==> src/rtl/uart_cmd_ctrl.sv <==
// UART command controller: decodes reg-write/read and ALU command frames into
// register-file, ALU and TX FIFO strobes. Define CTRL_TIMEOUT_EN for the inter-byte timeout.
module uart_cmd_ctrl #(
  parameter int DATA_WID    = 8,
  parameter int ADDR_WID    = 4,
  parameter int TIMEOUT_CYC = 1024
) (
  input  logic                  CLK,
  input  logic                  RST,
  input  logic [DATA_WID-1:0]   RX_P_DATA,
  input  logic                  RX_D_VLD,
  input  logic [DATA_WID-1:0]   RF_RD_DATA,
  input  logic                  RF_RD_DATA_VLD,
  input  logic [2*DATA_WID-1:0] ALU_OUT,
  input  logic                  ALU_OUT_VLD,
  input  logic                  FIFO_FULL,
  output logic [ADDR_WID-1:0]   RF_ADDR,
  output logic [DATA_WID-1:0]   RF_WR_DATA,
  output logic                  RF_WR_EN,
  output logic                  RF_RD_EN,
  output logic [3:0]            ALU_FUN,
  output logic                  ALU_EN,
  output logic                  CLK_GATE_EN,
  output logic [DATA_WID-1:0]   TX_P_DATA,
  output logic                  TX_D_VLD
);

  localparam logic [DATA_WID-1:0] OPC_WR      = DATA_WID'(8'hAA);
  localparam logic [DATA_WID-1:0] OPC_RD      = DATA_WID'(8'hBB);
  localparam logic [DATA_WID-1:0] OPC_ALU_OP  = DATA_WID'(8'hCC);
  localparam logic [DATA_WID-1:0] OPC_ALU_NOP = DATA_WID'(8'hDD);

  typedef enum logic [3:0] {
    IDLE, WR_ADDR, WR_DATA, RD_ADDR, RD_WAIT, OP_A, OP_B, FUN, ALU_WAIT, TX_LSB, TX_MSB
  } state_e;

  if (TIMEOUT_CYC < 1) begin : g_bad_timeout
    $error("TIMEOUT_CYC must be at least 1");
  end

  state_e                state_q, state_d;
  logic [ADDR_WID-1:0]   addr_q, addr_d;
  logic [2*DATA_WID-1:0] result_q, result_d;
  logic                  rd_cmd_q, rd_cmd_d;
  logic [ADDR_WID-1:0]   rf_addr_q, rf_addr_d;
  logic [DATA_WID-1:0]   rf_wr_data_q, rf_wr_data_d;
  logic                  rf_wr_en_q, rf_wr_en_d;
  logic                  rf_rd_en_q, rf_rd_en_d;
  logic [3:0]            alu_fun_q, alu_fun_d;
  logic                  alu_en_q, alu_en_d;
  logic                  clk_gate_q, clk_gate_d;
  logic [DATA_WID-1:0]   tx_data_q, tx_data_d;
  logic                  tx_vld_q, tx_vld_d;

`ifdef CTRL_TIMEOUT_EN
  localparam int TMO_W = $clog2(TIMEOUT_CYC + 1);
  logic [TMO_W-1:0] tmo_cnt_q, tmo_cnt_d;
`endif

  always_comb begin
    // NOTE: every _d gets a default first, so no path can infer a latch;
    // combinational logic uses blocking '=', the register process uses '<='.
    state_d      = state_q;
    addr_d       = addr_q;
    result_d     = result_q;
    rd_cmd_d     = rd_cmd_q;
    rf_addr_d    = rf_addr_q;
    rf_wr_data_d = rf_wr_data_q;
    alu_fun_d    = alu_fun_q;
    clk_gate_d   = clk_gate_q;
    tx_data_d    = tx_data_q;
    rf_wr_en_d   = 1'b0;
    rf_rd_en_d   = 1'b0;
    alu_en_d     = 1'b0;
    tx_vld_d     = 1'b0;

    unique case (state_q)
      IDLE: if (RX_D_VLD) begin
        rd_cmd_d = (RX_P_DATA == OPC_RD);
        if (RX_P_DATA == OPC_WR) state_d = WR_ADDR;
        else if (RX_P_DATA == OPC_RD) state_d = RD_ADDR;
        else if (RX_P_DATA == OPC_ALU_OP) begin
          state_d    = OP_A;
          clk_gate_d = 1'b1;
        end else if (RX_P_DATA == OPC_ALU_NOP) begin
          state_d    = FUN;
          clk_gate_d = 1'b1;
        end
      end
      WR_ADDR: if (RX_D_VLD) begin
        addr_d  = RX_P_DATA[ADDR_WID-1:0];
        state_d = WR_DATA;
      end
      WR_DATA: if (RX_D_VLD) begin
        rf_addr_d    = addr_q;
        rf_wr_data_d = RX_P_DATA;
        rf_wr_en_d   = 1'b1;
        state_d      = IDLE;
      end
      RD_ADDR: if (RX_D_VLD) begin
        addr_d     = RX_P_DATA[ADDR_WID-1:0];
        rf_addr_d  = RX_P_DATA[ADDR_WID-1:0];
        rf_rd_en_d = 1'b1;
        state_d    = RD_WAIT;
      end
      RD_WAIT: if (RF_RD_DATA_VLD) begin
        result_d = (2*DATA_WID)'(RF_RD_DATA);
        state_d  = TX_LSB;
      end
      OP_A: if (RX_D_VLD) begin
        rf_addr_d    = '0;
        rf_wr_data_d = RX_P_DATA;
        rf_wr_en_d   = 1'b1;
        state_d      = OP_B;
      end
      OP_B: if (RX_D_VLD) begin
        rf_addr_d    = ADDR_WID'(1);
        rf_wr_data_d = RX_P_DATA;
        rf_wr_en_d   = 1'b1;
        state_d      = FUN;
      end
      FUN: if (RX_D_VLD) begin
        alu_fun_d = RX_P_DATA[3:0];
        alu_en_d  = 1'b1;
        state_d   = ALU_WAIT;
      end
      ALU_WAIT: if (ALU_OUT_VLD) begin
        result_d   = ALU_OUT;
        clk_gate_d = 1'b0;
        state_d    = TX_LSB;
      end
      // The FIFO write is issued only from an edge that saw FIFO_FULL low;
      // TX_P_DATA changes only together with the strobe.
      TX_LSB: if (!FIFO_FULL) begin
        tx_data_d = result_q[DATA_WID-1:0];
        tx_vld_d  = 1'b1;
        state_d   = rd_cmd_q ? IDLE : TX_MSB;
      end
      TX_MSB: if (!FIFO_FULL) begin
        tx_data_d = result_q[2*DATA_WID-1:DATA_WID];
        tx_vld_d  = 1'b1;
        state_d   = IDLE;
      end
      default: state_d = IDLE;
    endcase

`ifdef CTRL_TIMEOUT_EN
    tmo_cnt_d = '0;
    if (state_q inside {WR_ADDR, WR_DATA, RD_ADDR, OP_A, OP_B, FUN} && !RX_D_VLD) begin
      if (tmo_cnt_q == TMO_W'(TIMEOUT_CYC - 1)) begin
        state_d    = IDLE;
        addr_d     = '0;
        clk_gate_d = 1'b0;
      end else begin
        tmo_cnt_d = tmo_cnt_q + 1'b1;
      end
    end
`endif
  end

  always_ff @(posedge CLK) begin
    if (RST) begin
      state_q      <= IDLE;
      addr_q       <= '0;
      result_q     <= '0;
      rd_cmd_q     <= 1'b0;
      rf_addr_q    <= '0;
      rf_wr_data_q <= '0;
      rf_wr_en_q   <= 1'b0;
      rf_rd_en_q   <= 1'b0;
      alu_fun_q    <= '0;
      alu_en_q     <= 1'b0;
      clk_gate_q   <= 1'b0;
      tx_data_q    <= '0;
      tx_vld_q     <= 1'b0;
`ifdef CTRL_TIMEOUT_EN
      tmo_cnt_q    <= '0;
`endif
    end else begin
      state_q      <= state_d;
      addr_q       <= addr_d;
      result_q     <= result_d;
      rd_cmd_q     <= rd_cmd_d;
      rf_addr_q    <= rf_addr_d;
      rf_wr_data_q <= rf_wr_data_d;
      rf_wr_en_q   <= rf_wr_en_d;
      rf_rd_en_q   <= rf_rd_en_d;
      alu_fun_q    <= alu_fun_d;
      alu_en_q     <= alu_en_d;
      clk_gate_q   <= clk_gate_d;
      tx_data_q    <= tx_data_d;
      tx_vld_q     <= tx_vld_d;
`ifdef CTRL_TIMEOUT_EN
      tmo_cnt_q    <= tmo_cnt_d;
`endif
    end
  end

  assign RF_ADDR     = rf_addr_q;
  assign RF_WR_DATA  = rf_wr_data_q;
  assign RF_WR_EN    = rf_wr_en_q;
  assign RF_RD_EN    = rf_rd_en_q;
  assign ALU_FUN     = alu_fun_q;
  assign ALU_EN      = alu_en_q;
  assign CLK_GATE_EN = clk_gate_q;
  assign TX_P_DATA   = tx_data_q;
  assign TX_D_VLD    = tx_vld_q;

endmodule

==> config.mk <==
export PLATFORM = sky130hd
export DESIGN_NAME = uart_cmd_ctrl
export DESIGN_NICKNAME = d
export VERILOG_FILES = /design/src/rtl/uart_cmd_ctrl.sv
export SDC_FILE = /design/constraint.sdc
export NUM_CORES = 1
export LEC_CHECK = 0
export BUFFER_PORTS_ARGS = -buffer_cell sky130_fd_sc_hd__buf_2
export CORE_MARGIN = 1.5
export CORE_UTILIZATION = 52
export DETAILED_ROUTE_END_ITERATION = 12
export PLACE_DENSITY = 0.79
export SLEW_MARGIN = 20
export SYNTH_ARGS = -nofsm -noshare
export SYNTH_HDL_FRONTEND = slang
export SYNTH_SLANG_ARGS = --single-unit
==> constraint.sdc <==
create_clock -name CLK -period 2.1 [get_ports CLK]
set_input_delay 0.21 -clock CLK [delete_from_list [all_inputs] [get_ports CLK]]
set_output_delay 0.21 -clock CLK [all_outputs]
set_load 0.01 [all_outputs]
==> results of run 1 <==
[layer usage]
metal	vias to the layer above	part of all wire, %	track usage (%)
met5	-	0	0
met4	0	1.6	7.97
met3	8	6.0	4.86
met2	78	48	36.9
met1	999	45	29.5
li1	1104	-	-
[state kept, by name (all words and copies together), names as in the netlist]
name,cells
RF_RD_EN,1
RF_WR_EN,1
TX_D_VLD,1
result_q,16
ALU_FUN,4
RF_WR_DATA,8
addr_q,4
RF_ADDR,4
ALU_EN,1
rd_cmd_q,1
TX_P_DATA,8
CLK_GATE_EN,1
state_q,4
[cell type report]
cell class,count,area share (%)
inverter,2,0.250
tap,54,2.25
sequential,54,36.0
multi-input combinational,197,43.5
clock buffer,5,2.29
timing repair buffer,77,14.2
clock inverter,3,1.58
[kinds of logic (layout without fill, tap and decap cells)]
family / after synthesis / in the layout / share of synthesized area, %
buffers and inverters: 28 / 87 / 4.88
AOI/OAI and AO/OA: 57 / 57 / 17.3
DFF: 54 / 54 / 43.0
and+or+nand+nor: 103 / 103 / 20.1
muxes: 34 / 34 / 13.6
xor gates and xnor gates: 3 / 3 / 1.05
[power by group through the flow]
stage | sequential (uW) | clock, uW | combinational (uW)
3_5_place_dp | 1320 | 0 | 1140
3_3_place_gp | 1310 | 0 | 1120
2_1_floorplan | 1240 | 0 | 929
4_1_cts | 1290 | 718 | 1150
5_1_grt | 1310 | 760 | 1300
6_report | 1290 | 708 | 1160
[worst max path at each step]
| stage | startpoint | end | slack, ns | depth (start not counted) |
|---|---|---|---|---|
| after CTS | state_q[2] | state_q[2] | 0.25 | 5 |
| final | state_q[2] | state_q[2] | 0.22 | 5 |
| after global placement | state_q[2] | state_q[0] | 0.30 | 5 |
| after global routing | state_q[0] | state_q[2] | 0.03 | 5 |
| after floorplan | state_q[2] | state_q[0] | 0.46 | 6 |
| after detailed placement | state_q[2] | state_q[3] | 0.27 | 5 |
[synth_stat cells (2+ instances only)]
cell	n
sky130_fd_sc_hd__nor2_1	59
sky130_fd_sc_hd__dfxtp_1	54
sky130_fd_sc_hd__mux2i_1	34
sky130_fd_sc_hd__a211oi_1	19
sky130_fd_sc_hd__buf_2	14
sky130_fd_sc_hd__clkbuf_1	10
sky130_fd_sc_hd__nand2_1	10
sky130_fd_sc_hd__a22oi_1	9
sky130_fd_sc_hd__a21oi_1	8
sky130_fd_sc_hd__nand2b_1	7
sky130_fd_sc_hd__o21ai_0	5
sky130_fd_sc_hd__nor2b_1	4
sky130_fd_sc_hd__nor3_1	4
sky130_fd_sc_hd__and3_1	3
sky130_fd_sc_hd__a22o_1	2
sky130_fd_sc_hd__a311oi_1	2
sky130_fd_sc_hd__a32oi_1	2
sky130_fd_sc_hd__and2_1	2
sky130_fd_sc_hd__and4bb_1	2
sky130_fd_sc_hd__buf_1	2
sky130_fd_sc_hd__inv_1	2
sky130_fd_sc_hd__nand3b_1	2
sky130_fd_sc_hd__nor4_1	2
sky130_fd_sc_hd__xor2_1	2
[through the flow]
stage	hold WS [ns]	std cells
2_1_floorplan	0.288	279
3_3_place_gp	0.424	384
3_5_place_dp	0.436	384
4_1_cts	0.114	392
5_1_grt	0.123	392
6_report	0.128	392
[cell usage in the layout (no fill, tap or decap), drive strengths merged, types with 2 or more instances in the layout]
master and instances:
and2 2, buf 77, dfxtp 54, nor2b 4, inv 3, a22oi 9
a311oi 2, mux2i 34, nand2b 7, nor3 4, nor2 59, and4bb 2
o21ai 5, nand2 10, a21oi 8, a22o 2, nor4 3, clkbuf 5
a32oi 2, nand3b 2, a211oi 19, xor2 2, and3 3
==> reports/qor.txt, run 1 <==
Clock H-tree levels = 2
Worst slew pin tran = 0.594 ns
IR Drop Worst-Case VDD = 0.557 mV
Flop-to-flop setup slack = 0.22 ns
Clock power frac = 22.4%
Psw = 1120 uW
Synthesized cell area = 2510 um^2
Avg Synthesized Cell Area = 9.00 um^2
Number of iterations in the first detailed-routing pass = 4
Max clock buf depth = 2
Standard cell core area = 4690 um^2
IO buf count = 66
Register bit total from synthesis = 54
IO Count = 67
RSZ-0062 raised after global routing = false
Non-Filler Cell Area, Final = 3010 um^2
Share of the clock period used by the worst path = 89.4%
CTS tree = yes
Power share of the sequential group = 41.0%
Critical path's slowest cell = sky130_fd_sc_hd__dfxtp_1
Number of cells on the worst reg-to-reg path = 5
Top-area cell type share of the netlist area = 43.0%
Clk sinks = 54
Reg-to-Reg Start = state_q[2]
Number of max-cap violations = 0
Terminating pin of the worst hold path = TX_D_VLD
Maximum clock frequency = 533 MHz
Setup-failing EPs final = 0
Worst-case headroom to the max-slew limit = 60.3%
Antenna viol nets, final = 0
Number of buffers added by the clock tree synthesis step = 5
Global-route usage over all layers = 22.6%
Share of flip-flops with an asynchronous set or reset = 0%
Final number of hold-violating endpoints = 0
Number of rows in the core area = 25
Worst Path Arrival = 2.10 ns
Synth Instances = 279
Critical path start-end classification = flop to flop
Required time of the worst setup path = 2.32 ns
Most used flip-flop cell after synthesis = sky130_fd_sc_hd__dfxtp_1
Final HPWL from detailed placement = 4170 um
Syn nets = 317
Fillcell total = 399
Tightest Hold Check Type = input port to flop
Number of distinct library cell variants in the gate-level netlist after synthesis = 43
Library cell used as clock root buffer = sky130_fd_sc_hd__clkbuf_8
Endpoint kind of the worst setup timing path = flop
Final standard cell utilization of the core = 64.1%
Residual overflow from global routing = 0
Antenna Cells = 0
Synthesis-to-finish area growth = 19.7%
Number of flops mapped to enable cells by yosys = 0
Worst flop-to-flop path endpoint = state_q[2]
Fraction of power consumed by combinational cells = 36.6%
Ratio of cells with drive above 1 in the final layout = 26.6%
Post-layout power = 3160 uW
Via count of the first global-routing pass = 1971
Placed cell area = 2890 um^2
Worst-case clock skew = 0.00929 ns
Post-placement setup slack = 0.269 ns
Initial Utilization = 53.5%
Die Outline Area = 5250 um^2
DR WL/cell = 14.4 um
Cell Chain, Critical Path = nor2b_1 > and3_1 > a2111oi_4 > nor2_1 > a311oi_1
Final count of pins violating max slew = 0
Worst setup slack after layout = 0.222 ns
Leading cell types by total area after synthesis = sky130_fd_sc_hd__dfxtp_1, sky130_fd_sc_hd__mux2i_1, sky130_fd_sc_hd__nor2_1
Share of total power consumed by net switching = 35.4%
Area occupied by multi-input gates = 1310 um^2
Number of cells on the worst hold path = 2
Largest net degree at the start of global routing = 30
Buffers inserted during post-CTS setup optimization = 0
Via density per instance = 5.58
Largest fanout on the critical path = 15
Dominant cell type by area after synthesis = sky130_fd_sc_hd__dfxtp_1
Detailed-route via count = 2189
Outcome = finished, final reports clean
Register area = 1080 um^2
Number of antenna violations at the first check in global routing = 0
X dimension of the die = 72.5 um
Critical path startpoint category = flop
Yosys warning total = 0
Clock input transition at the sequential cells of the worst setup and hold paths = 0.10 ns
Count of routing violations after the opening detailed-route iteration = 102
Number of design rule violations left after detail routing = 0
Final layout net count = 375
Post-synthesis sequential area ratio = 43.0%
Setup TNS = 0 ns
Total of cells resized after clock tree synthesis = 0
Cell Int Power = 2040 uW
Die boundary height = 72.5 um
Final Critical Period = 1.88 ns
Last weighted congestion value of the routability-driven placer = 0.859
Routed wire length = 5650 um
Power density of the placed cells = 1050 nW/um^2
Slowest stage delay, CP = 0.62 ns
Worst-skew pair later-pin latency = 0.31 ns
First-pass GRT wire length = 9290 um
WP buf/inv = 0
Worst hold start = FIFO_FULL
P_leak = 0.00123 uW
Cell family with the largest share of critical-path delay = compound AO/OA/AOI/OAI gates
Cts hold-fix bufs = 0
Note: power is estimated with default switching activity, not from simulation.
==> run 2: changes to the inputs <==
==> constraint.sdc (replaced) <==
create_clock -name CLK -period 2.1 [get_ports CLK]
set_input_delay 0.105 -clock CLK [delete_from_list [all_inputs] [get_ports CLK]]
set_output_delay 0.105 -clock CLK [all_outputs]
set_load 0.01 [all_outputs]
==> run 2 against run 1 <==
Against the previous run: first-iteration DRC count unchanged; cell count unchanged; highest routed layer unchanged; final area decreased by 1.2%; hold slack got worse by 0.093 ns; routed wire length about the same; critical path depth unchanged; critical path type unchanged; largest power group unchanged; power decreased by 5.1%; fmax decreased by 0.32%; non-clock buffer count increased by 1; sequential cell count unchanged.
==> reports/qor.txt, run 2 (synthesized netlist as in run 1, its figures left out) <==
Number of cells after detailed placement = 384 (unchanged)
Initial Utilization = 53.5% (unchanged)
Flop-to-flop setup slack = 0.22 ns (about the same)
Largest fanout on the critical path = 15 (unchanged)
Critical path start-end classification = flop to flop (unchanged)
Residual overflow from global routing = 0 (unchanged)
Count of routing violations after the opening detailed-route iteration = 102 (unchanged)
Setup-failing EPs final = 0 (unchanged)
Number of buffers added by the clock tree synthesis step = 5 (unchanged)
Tightest Hold Check Type = input port to flop (unchanged)
Number of max-cap violations = 0 (unchanged)
Worst-case headroom to the max-slew limit = 59.0% (was 60.3%)
Most flop-heavy register = result_q (unchanged)
Worst-case clock skew = 0.00740 ns (was 0.00929 ns)
Number of rows in the core area = 25 (unchanged)
Cts hold-fix bufs = 1 (was 0)
Worst hold start = ALU_OUT[11] (was FIFO_FULL)
Clock H-tree levels = 2 (unchanged)
Worst slew pin tran = 0.611 ns (was 0.594 ns)
Max reg flops = 16 (unchanged)
Critical path's slowest cell = sky130_fd_sc_hd__dfxtp_1 (unchanged)
Share of the clock period used by the worst path = 89.7% (was 89.4%)
Most common cell after layout, fill and taps aside = sky130_fd_sc_hd__buf_2 (unchanged)
Cell Chain, Critical Path = xor2_1 > and3_1 > a2111oi_4 > nor2_1 > a311oi_1 (was nor2b_1 > and3_1 > a2111oi_4 > nor2_1 > a311oi_1)
Via count of the first global-routing pass = 1889 (was 1971)
P_leak = 0.00121 uW (was 0.00123 uW)
Reg-to-Reg Start = state_q[0] (was state_q[2])
Outcome = finished, final reports clean (unchanged)
CTS tree = yes (unchanged)
Synthesis-to-finish area growth = 18.2% (was 19.7%)
Final Critical Period = 1.88 ns (about the same)
Via density per instance = 5.58 (about the same)
Detailed-route via count = 2186 (was 2189)
Maximum clock frequency = 531 MHz (was 533 MHz)
Largest net degree at the start of global routing = 34 (was 30)
Global-route usage over all layers = 21.6% (was 22.6%)
Ratio of cells with drive above 1 in the final layout = 26.3% (was 26.6%)
Antenna viol nets, final = 0 (unchanged)
Number of iterations in the first detailed-routing pass = 4 (unchanged)
Critical path startpoint category = flop (unchanged)
Required time of the worst setup path = 2.32 ns (about the same)
X dimension of the die = 72.5 um (unchanged)
Final standard cell utilization of the core = 63.3% (was 64.1%)
Final layout net count = 376 (was 375)
Worst-skew pair later-pin latency = 0.30 ns (was 0.31 ns)
Buffers inserted during post-CTS setup optimization = 0 (unchanged)
RSZ-0062 raised after global routing = false (unchanged)
Endpoint kind of the worst setup timing path = flop (unchanged)
Clk sinks = 54 (unchanged)
DR WL/cell = 14.4 um (about the same)
Power density of the placed cells = 1010 nW/um^2 (was 1050 nW/um^2)
Number of design rule violations left after detail routing = 0 (unchanged)
Worst Path Arrival = 2.10 ns (about the same)
Library cell used as clock root buffer = sky130_fd_sc_hd__clkbuf_8 (unchanged)
Worst flop-to-flop path endpoint = state_q[1] (was state_q[2])
Most frequent cells in the layout = sky130_fd_sc_hd__buf_2, sky130_fd_sc_hd__nor2_1, sky130_fd_sc_hd__dfxtp_1 (unchanged)
Final count of pins violating max slew = 0 (unchanged)
IO buf count = 66 (unchanged)
Die boundary height = 72.5 um (unchanged)
Die Outline Area = 5250 um^2 (unchanged)
Setup TNS = 0 ns (unchanged)
Antenna Cells = 0 (unchanged)
Number of cells on the worst reg-to-reg path = 5 (unchanged)
Total of cells resized after clock tree synthesis = 0 (unchanged)
Terminating pin of the worst hold path = result_q[11] (was TX_D_VLD)
Final number of hold-violating endpoints = 0 (unchanged)
Max clock buf depth = 2 (unchanged)
Fin cells = 392 (unchanged)
Last weighted congestion value of the routability-driven placer = 0.832 (was 0.859)
IO Count = 67 (unchanged)
Number of cells on the worst hold path = 3 (was 2)
Standard cell core area = 4690 um^2 (unchanged)
Number of antenna violations at the first check in global routing = 0 (unchanged)
Post-layout power = 3000 uW (was 3160 uW)
IR Drop Worst-Case VDD = 0.600 mV (was 0.557 mV)
Routed wire length = 5650 um (about the same)
Slowest stage delay, CP = 0.63 ns (was 0.62 ns)
First-pass GRT wire length = 8800 um (was 9290 um)
Placed cell area = 2880 um^2 (was 2890 um^2)
Clock input transition at the sequential cells of the worst setup and hold paths = 0.09 ns (was 0.10 ns)
Non-Filler Cell Area, Final = 2970 um^2 (was 3010 um^2)
Final HPWL from detailed placement = 4170 um (about the same)
[run 2: cell count changes in the layout (fill, tap and decap cells not counted), sizes merged]
cell	before	now
dlygate4sd3	0	1
bufinv	1	0
[run 2: how the worst max path moves through the flow]
stage / cells past startpoint / end / slack [ns] / start
floorplan: 6 / state_q[0] / 0.46 / state_q[2]
global placement: 5 / state_q[3] / 0.30 / state_q[0]
detailed placement: 5 / state_q[1] / 0.22 / state_q[0]
CTS: 5 / state_q[1] / 0.22 / state_q[0]
global route: 5 / state_q[1] / 0.05 / state_q[0]
finish: 5 / state_q[1] / 0.22 / state_q[0]
[run 2: per-layer routing]
metal	global-route usage (%)	part of all wire, %	vias to the layer above
met5	0	0	-
met1	28.3	45	992
met2	34.7	47	84
met3	5.56	6.7	8
li1	-	-	1102
met4	7.13	1.8	0
[run 2: layout make-up]
cell class                 instances  area, um^2
clock buffer                       5        68.8
inverter                           2        7.51
clock inverter                     2        13.8
timing repair buffer              78         423
tap                               54        67.6
sequential                        54        1080
multi-input combinational        197        1310
fill                             425        1720
[run 2: where the power goes]
part,switching (uW),internal [uW],total [uW]
clock,328,231,559
sequential,155,1150,1300
combinational,613,521,1130
[run 2: critical path: cells and delay by family, from the launching register on]
family                    cells  cell delay (ns)
AOI/OAI and AO/OA             2             0.69
DFF                           1             0.63
and+or+nand+nor               2             0.32
xor gates and xnor gates      1             0.15
[run 2: stage by stage]
step                      hold WS (ns)  worst slack, ns
after floorplan                  0.183            0.462
after global placement           0.320            0.300
after detailed placement         0.311            0.224
after CTS                       0.0366            0.220
after global routing            0.0366           0.0483
final                           0.0348            0.216
